==> config.mk <==
export PLATFORM = sky130hd
export DESIGN_NAME = stopwatch_ctrl
export DESIGN_NICKNAME = d
export VERILOG_FILES = /design/src/rtl/stopwatch_pkg.sv /design/src/rtl/sw_debounce.sv /design/src/rtl/stopwatch_ctrl.sv
export SDC_FILE = /design/constraint.sdc
export NUM_CORES = 1
export LEC_CHECK = 0
export CAP_MARGIN = 20
export CORE_ASPECT_RATIO = 1.1
export CORE_MARGIN = 5
export CORE_UTILIZATION = 63
export DETAILED_ROUTE_END_ITERATION = 8
export GPL_TIMING_DRIVEN = 0
export HOLD_SLACK_MARGIN = 0.06
export PLACE_DENSITY = 0.8
export SETUP_SLACK_MARGIN = 0.05
export SYNTH_ARGS = -nofsm -noshare
export SYNTH_HDL_FRONTEND = slang
export SYNTH_SLANG_ARGS = --single-unit
==> constraint.sdc <==
create_clock -name clk -period 2.75 [get_ports clk]
set_input_delay 0.4125 -clock clk [delete_from_list [all_inputs] [get_ports clk]]
set_output_delay 0.4125 -clock clk [all_outputs]
set_load 0.02 [all_outputs]
==> src/rtl/stopwatch_pkg.sv <==
// Shared definitions for the stopwatch control block.
//   DEB_CYCLES_DEF : default debounce length (10 ms at 100 MHz)
//   sw_state_e     : FSM state encoding, also driven onto the status LEDs
package stopwatch_pkg;

  localparam int unsigned DEB_CYCLES_DEF = 1000000;

  typedef enum logic [1:0] {
    IDLE  = 2'd0,
    RUN   = 2'd1,
    PAUSE = 2'd2,
    LAP   = 2'd3
  } sw_state_e;

endpackage

==> src/rtl/sw_debounce.sv <==
// Synchronizer + debouncer for one raw asynchronous input.
//   clk, clr_n : clock, async active-low reset
//   raw        : asynchronous input
//   level      : debounced level (resets to LEVEL_RST)
//   rise       : one-cycle pulse on an accepted 0->1 change of level
module sw_debounce
  import stopwatch_pkg::*;
#(
  parameter int unsigned DEB_CYCLES = DEB_CYCLES_DEF,
  parameter bit          LEVEL_RST  = 1'b0
) (
  input  logic clk,
  input  logic clr_n,
  input  logic raw,
  output logic level,
  output logic rise
);

  localparam int unsigned CW = $clog2(DEB_CYCLES + 1);
  localparam int unsigned AW = $clog2(DEB_CYCLES + 3);
  localparam logic [CW-1:0] CNT_LAST = CW'(DEB_CYCLES - 1);
  // Two reset-valued synchronizer samples plus DEB_CYCLES real low samples.
  localparam logic [AW-1:0] ARM_LAST = AW'(DEB_CYCLES + 1);

  logic [1:0]    sync;
  logic [CW-1:0] cnt;
  logic [AW-1:0] arm_cnt;
  logic          armed;
  logic          differ_c;
  logic          accept_c;

  assign differ_c = sync[1] != level;
  assign accept_c = differ_c && (cnt >= CNT_LAST);

  // Synchronize, then accept a new level after DEB_CYCLES consecutive differing samples.
  // The counter clears whenever input and level agree, so it never exceeds CNT_LAST.
  // Rise pulses are suppressed until the input has been seen released after reset,
  // so a button held through reset produces no event.
  always_ff @(posedge clk or negedge clr_n) begin
    if (!clr_n) begin
      sync    <= '0;
      cnt     <= '0;
      arm_cnt <= '0;
      armed   <= 1'b0;
      level   <= LEVEL_RST;
      rise    <= 1'b0;
    end else begin
      sync <= {sync[0], raw};
      rise <= accept_c && sync[1] && armed;

      if (accept_c) begin
        level <= sync[1];
        cnt   <= '0;
      end else if (differ_c) begin
        cnt <= cnt + CW'(1);
      end else begin
        cnt <= '0;
      end

      if (!armed) begin
        if (sync[1]) begin
          arm_cnt <= '0;
        end else if (arm_cnt >= ARM_LAST) begin
          armed <= 1'b1;
        end else begin
          arm_cnt <= arm_cnt + AW'(1);
        end
      end
    end
  end

endmodule

==> src/rtl/stopwatch_ctrl.sv <==
// Stopwatch control: debounced buttons drive an IDLE/RUN/PAUSE/LAP FSM.
//   clk, clr_n                     : clock, async active-low reset
//   btn_start, btn_lap, btn_reset  : raw pushbuttons, active-high
//   sw_up                          : raw count-direction switch (1 = up)
//   en, up, clr, lap               : registered stopwatch controls (clr is a 1-cycle pulse)
//   state                          : registered FSM state for status LEDs
module stopwatch_ctrl
  import stopwatch_pkg::*;
#(
  parameter int unsigned DEB_CYCLES = DEB_CYCLES_DEF
) (
  input  logic       clk,
  input  logic       clr_n,
  input  logic       btn_start,
  input  logic       btn_lap,
  input  logic       btn_reset,
  input  logic       sw_up,
  output logic       en,
  output logic       up,
  output logic       clr,
  output logic       lap,
  output logic [1:0] state
);

  sw_state_e state_q;
  sw_state_e state_d;
  logic      en_d;
  logic      lap_d;
  logic      clr_d;
  logic      up_d;

  logic start_ev;
  logic lap_ev;
  logic reset_ev;
  logic start_level_unused;
  logic lap_level_unused;
  logic reset_level_unused;
  logic up_level;
  logic up_rise_unused;

  sw_debounce #(.DEB_CYCLES(DEB_CYCLES), .LEVEL_RST(1'b0)) u_start (
    .clk(clk), .clr_n(clr_n), .raw(btn_start), .level(start_level_unused), .rise(start_ev)
  );

  sw_debounce #(.DEB_CYCLES(DEB_CYCLES), .LEVEL_RST(1'b0)) u_lap (
    .clk(clk), .clr_n(clr_n), .raw(btn_lap), .level(lap_level_unused), .rise(lap_ev)
  );

  sw_debounce #(.DEB_CYCLES(DEB_CYCLES), .LEVEL_RST(1'b0)) u_reset (
    .clk(clk), .clr_n(clr_n), .raw(btn_reset), .level(reset_level_unused), .rise(reset_ev)
  );

  sw_debounce #(.DEB_CYCLES(DEB_CYCLES), .LEVEL_RST(1'b1)) u_up (
    .clk(clk), .clr_n(clr_n), .raw(sw_up), .level(up_level), .rise(up_rise_unused)
  );

  // Next state: per state, only events valid there are considered, in order reset > start > lap.
  always_comb begin
    state_d = state_q;
    clr_d   = 1'b0;
    unique case (state_q)
      IDLE: begin
        if (reset_ev) begin
          clr_d = 1'b1;
        end else if (start_ev) begin
          state_d = RUN;
        end
      end
      RUN: begin
        if (start_ev) begin
          state_d = PAUSE;
        end else if (lap_ev) begin
          state_d = LAP;
        end
      end
      PAUSE: begin
        if (reset_ev) begin
          state_d = IDLE;
          clr_d   = 1'b1;
        end else if (start_ev) begin
          state_d = RUN;
        end
      end
      LAP: begin
        if (start_ev) begin
          state_d = PAUSE;
        end else if (lap_ev) begin
          state_d = RUN;
        end
      end
      default: state_d = IDLE;
    endcase

    en_d  = (state_d == RUN) || (state_d == LAP);
    lap_d = (state_d == LAP);
    // Direction is frozen while counting; a pending switch change lands on re-entry to IDLE/PAUSE.
    up_d  = ((state_d == IDLE) || (state_d == PAUSE)) ? up_level : up;
  end

  // State and output registers.
  always_ff @(posedge clk or negedge clr_n) begin
    if (!clr_n) begin
      state_q <= IDLE;
      en      <= 1'b0;
      lap     <= 1'b0;
      clr     <= 1'b0;
      up      <= 1'b1;
    end else begin
      state_q <= state_d;
      en      <= en_d;
      lap     <= lap_d;
      clr     <= clr_d;
      up      <= up_d;
    end
  end

  assign state = 2'(state_q);

endmodule

; ---- Word-level counts from Yosys, hierarchy flattened
; Index checks and enable logic that the tools add are counted.
[totals]
regBits = 164
in_bits = 6
output_inout_bits = 6
word_cells = 107
[op_classes]
addsub = 7
magnitude_cmp = 7
eq_ne = 13
n_mux = 33
bitwise_logic = 3
reduce_logical = 18
[ops]
columns = cell, count
row1 = 20-bit 2-to-1 mux, 14
row2 = 20-bit by 1-bit adder with 20-bit output (second input constant), 7
row3 = 20-bit >= comparator (second input constant), 7
row4 = 2-bit 2-to-1 mux, 7
row5 = 1-bit 2-to-1 mux, 11
row6 = 1-bit logical AND, 10
row7 = 2-bit equality test (second input constant), 4
row8 = 2-bit one-hot mux with 4 select lines, 1
row9 = 2-bit by 1-bit inequality test with 1-bit output (second input constant), 3
row10 = 2-bit AND reduction, 3
row11 = 2-bit by 1-bit equality test with 1-bit output (second input constant), 2
row12 = 2-bit logical NOT, 2
row13 = 1-bit inequality test, 4
row14 = 1-bit inverter, 3
row15 = 1-bit logical OR, 2
row16 = 2-bit OR reduction, 1

; ---- Depth between registers and ports, before layout
[depth]
depth_word = 5
ltp_mapped = 10
ltp_nobuf = 7

; ---- By module
; A second synthesis with hierarchy kept.
[hier_totals]
hier_cells = 1027
hier_area_um2 = 9945.8
[modules_own_cells]
columns = mod, n_inst, cells_each, area_per_inst_um2, seq_area_each_um2
row1 = sw_debounce at u_lap ..., 3, 252, 2429.8, 1126.1
row2 = sw_debounce at u_up, 1, 252, 2431.1, 1127.3
row3 = stopwatch_ctrl, 1, 19, 225.2, 126.4

; ---- Worst setup path before layout
; OpenSTA, ideal clock, no wires.
[synth_timing]
path_type = reg2reg
start = register u_start.arm_cnt[0]
end = register u_start.arm_cnt[7]
setup_ps = 128
arrival_time_ps = 2014
required_ps = 2622
path_slack_ps = 608
stages_incl_launch_ff = 9
n_path_buf = 2
period_less_slack_ps = 2142
path_cell_list = dfrtp_1 -> ha_1 -> or4b_1 -> o31ai_1 -> a211o_1 -> buf_2 -> buf_2 -> mux2i_1 -> nand3_1
[synth_between]
elab_chain_len = 3
elab_cells_between_ends = 6
cone_classes = add/sub (1) / order compare (1) / eq/ne (1) / mux (2) / reduce/logical (1)
[synth_lines]
columns = item, line_no
row1 = "start, declared", sw_debounce.sv:27  ; logic [AW-1:0] arm_cnt;
row2 = "start signal, assigned", sw_debounce.sv:66  ; arm_cnt <= arm_cnt + AW'(1);
row3 = 20-bit by 1-bit adder with 20-bit output or 20-bit >= comparator (tied branches), "sw_debounce.sv:66, sw_debounce.sv:63"
row4 = 20-bit 2-to-1 mux or 2-bit by 1-bit inequality test with 1-bit output (tied branches), -
row5 = 20-bit 2-to-1 mux or 2-bit AND reduction (tied branches), -
; Several ways; a longest one is shown, not always the timed one. The select of a mux whose other input is x is not followed.
; A chain may end at the register's enable or synchronous reset.

; ---- Worst setup path after layout
; Same ends and word-level chain as after synthesis.

==> flow_summary.ini <==
[sta]
timing.final.crit_share = 0.896
finalSetupViolations = 0
skew_ns = 0.00641
report.final.hold_viol_count = 0
finalSetupTns_ns = 0
clock.fmax_ghz = 0.406
fin_ws_ns = 0.286
fin_crit_ns = 2.46
relSlewSlack = 0.434
worst_pin_slew_ns = 0.842
finalMaxSlewViolations = 0
rsz0062_at_grt = no

[drt]
wire_per_inst_um = 15.7
detail-route-antenna-nets = 0
drt-total-wl_um = 17200
vias = 6801
drc_errors = 0
drt_first_pass_iters = 5
viasPerCell = 6.21
drt_iter0_markers = 490

[yosys]
synth.cell_area_um2 = 8490
synth_nets = 908
synthCells = 889
ys.flop_type = dfrtp_1
synth.most_common_cell = dfrtp_1
ys_top_cells_by_area = dfrtp_1, xor2_1, nor2_1
synth.ff_latch_count = 163
synthArstFlopShare = 1.00
yosysWarnings = 0
synth_top_area_share = 0.475
yosys-top-cells-count = dfrtp_1, nor2_1, nand2_1
yosysSeqAreaShare = 0.481
yosysTopAreaCell = dfrtp_1
synth_cell_types = 56
syn_area_per_cell_um2 = 9.55
synth_edf_count = 0

[layout]
fin_cells = 1095
multiInputGateArea_um2 = 4130
regArea_um2 = 4080
area_growth_pct = 11.5
final_area_um2 = 9470
n_fill_cell = 975
nets = 940
fin_util = 0.716
drive_above_1_share = 0.0535
antenna_cells = 0

[grt]
grt_pass1_wl_um = 30000
grt_pass1_vias = 6592
grt_antenna_before_repair = 0
grt_max_degree = 88
grt_use_total = 0.227
grt_overflow = 0

[clock_tree]
cts_root_buf = clkbuf_16
cts_tree = yes
cts.clk_slew.worst_paths_ns = 0.06
cts.sinks = 163
htreeDepth = 4
clock_latency_ns = 0.43
clock_path_buffers = 2
cts_buffers = 17

[power_and_ir_drop]
irDropWorstVdd_v = 0.000407
power_density_nw_per_um2 = 565
p_leak_nw = 4.18

[worst_setup_path]
worstPathArrival_ns = 2.77
critPathCaptureType = flip-flop
crit_buf_inv = 2
cpMaxStageDelayCell = or4b_1
start_kind = flip-flop
r2r_slack_ns = 0.29
cp_common_cell = buf_2
cp.required_ns = 3.06
rr_worst_depth = 8
critPathTopFamily = simple AND/OR/NAND/NOR gates
worstSetupPathType = reg -> reg
crit_chain = ha_1 > or4b_1 > o31ai_1 > a211o_1 > buf_2 > buf_2 > mux2i_1 > nand3_1
cp.depth = 8
worstPathMaxFanout = 10
critPathMaxStageDelay_ns = 0.48

[floorplanning]
fp.dieH_um = 132
core_um2 = 13200
die-area_um2 = 15900
rows = 44
die_w_um = 121
io_pins = 12
start_util = 0.642

[placement]
place_inst = 1062
placed_cell_area_um2 = 8830
gp_congestion = 0.857
place_ws_ns = 0.297
dp_hpwl_um = 11400
port_buffers = 11

[hold_path]
min-delay-path-class = reg -> reg
hold-path-cell-count = 0

[outcome]
status = finished, final reports clean

[run]
maxCapViolations = 0
-- power by group --
part	switching (mW)	total, mW	internal, mW
Combinational	0.170	0.272	0.102
Clock	0.899	2.52	1.62
Sequential	0.0831	2.56	2.47
-- metal layers --
layer / up-vias / share of wire / global-route usage
li1: 3264 / - / -
met1: 3360 / 0.44 / 0.288
met2: 140 / 0.51 / 0.382
met3: 37 / 0.032 / 0.0455
met4: 0 / 0.021 / 0.0907
met5: - / 0 / 0
-- final cells by class --
type / instances / share of cell area
clock inverters: 5 / 0.0132
flip-flops and latches: 163 / 0.431
well taps: 161 / 0.0213
multi-input cells: 660 / 0.436
clock buffers: 27 / 0.0531
repair buffers: 13 / 0.0157
plain buffers: 46 / 0.0218
inverters: 20 / 0.00793
-- cells by family after synthesis --
group / count (synthesis) / synth area share
AOI/OAI and AO/OA: 118 / 0.105
xor gates and xnor gates: 74 / 0.0764
adders and majority gates: 13 / 0.0192
buffers and inverters: 66 / 0.0332
DFF: 163 / 0.481
muxes: 14 / 0.0171
and+or+nand+nor: 441 / 0.268
-- per-stage QoR --
stage,power (mW),hold WS [ns]
after floorplan,2.75,0.117
after global placement,2.85,0.334
after detailed placement,2.87,0.340
after CTS,5.38,0.351
after global routing,5.55,0.365
final,5.34,0.347
-- sequential cells by signal, indices dropped and copies added (netlist names), 2 cells and up --
signal	count
u_lap.arm_cnt	20
u_lap.cnt	20
u_reset.arm_cnt	20
u_reset.cnt	20
u_start.arm_cnt	20
u_start.cnt	20
u_up.cnt	20
state	2
u_lap.sync	2
u_reset.sync	2
u_start.sync	2
u_up.sync	2
-- worst paths after layout --
check | from | end
min in group asynchronous | clr_n | u_up.cnt[16]
setup / recovery | u_start.arm_cnt[0] | u_start.arm_cnt[7]
setup reg to reg | u_start.arm_cnt[0] | u_start.arm_cnt[7]
hold / removal | u_reset.sync[0] | u_reset.sync[1]
hold reg to reg | u_reset.sync[0] | u_reset.sync[1]
max in group asynchronous | clr_n | u_lap.cnt[5]
-- cells in the final DEF (no fill, tap or decap), types with 5 or more instances in the layout --
cell	synthesis	layout
nor4_1	34	34
o21a_1	5	5
clkbuf_1	35	41
a31oi_1	14	14
nand3_1	57	57
nand2b_1	9	9
nand4_1	29	29
and4_1	16	16
nand2_1	72	72
a221o_1	22	22
a21oi_1	8	8
and2_1	8	8
and3_1	19	19
ha_1	13	13
mux2i_1	10	10
o2bb2ai_1	12	12
nor2_1	117	117
inv_1	20	20
nor3_1	21	21
xor2_1	55	55
o21ai_0	23	23
clkdlybuf4s50_1	0	10
nor2b_1	25	25
dfrtp_1	161	161
nor4b_1	6	6
clkbuf_16	0	17
or4_1	7	7
xnor2_1	19	19
buf_2	6	6
-- worst register-to-register path: cells and delay by family, from the launching register on --
kind	cells	cell delay, ns
buffers and inverters	2	0.48
AO/OA/AOI/OAI	2	0.43
flip-flops	1	0.44
adder cells (fa/ha/maj)	1	0.22
AND/OR/NAND/NOR	2	0.56
multiplexers	1	0.21
-- repair_timing --
action / in CTS / in global routing
gates resized for setup: 0 / 0
setup buffers: 0 / 0
hold buffers: 1 / 0
hold endpoints to repair: 61 / 0
No activity file was read; power rests on OpenSTA's default activity.
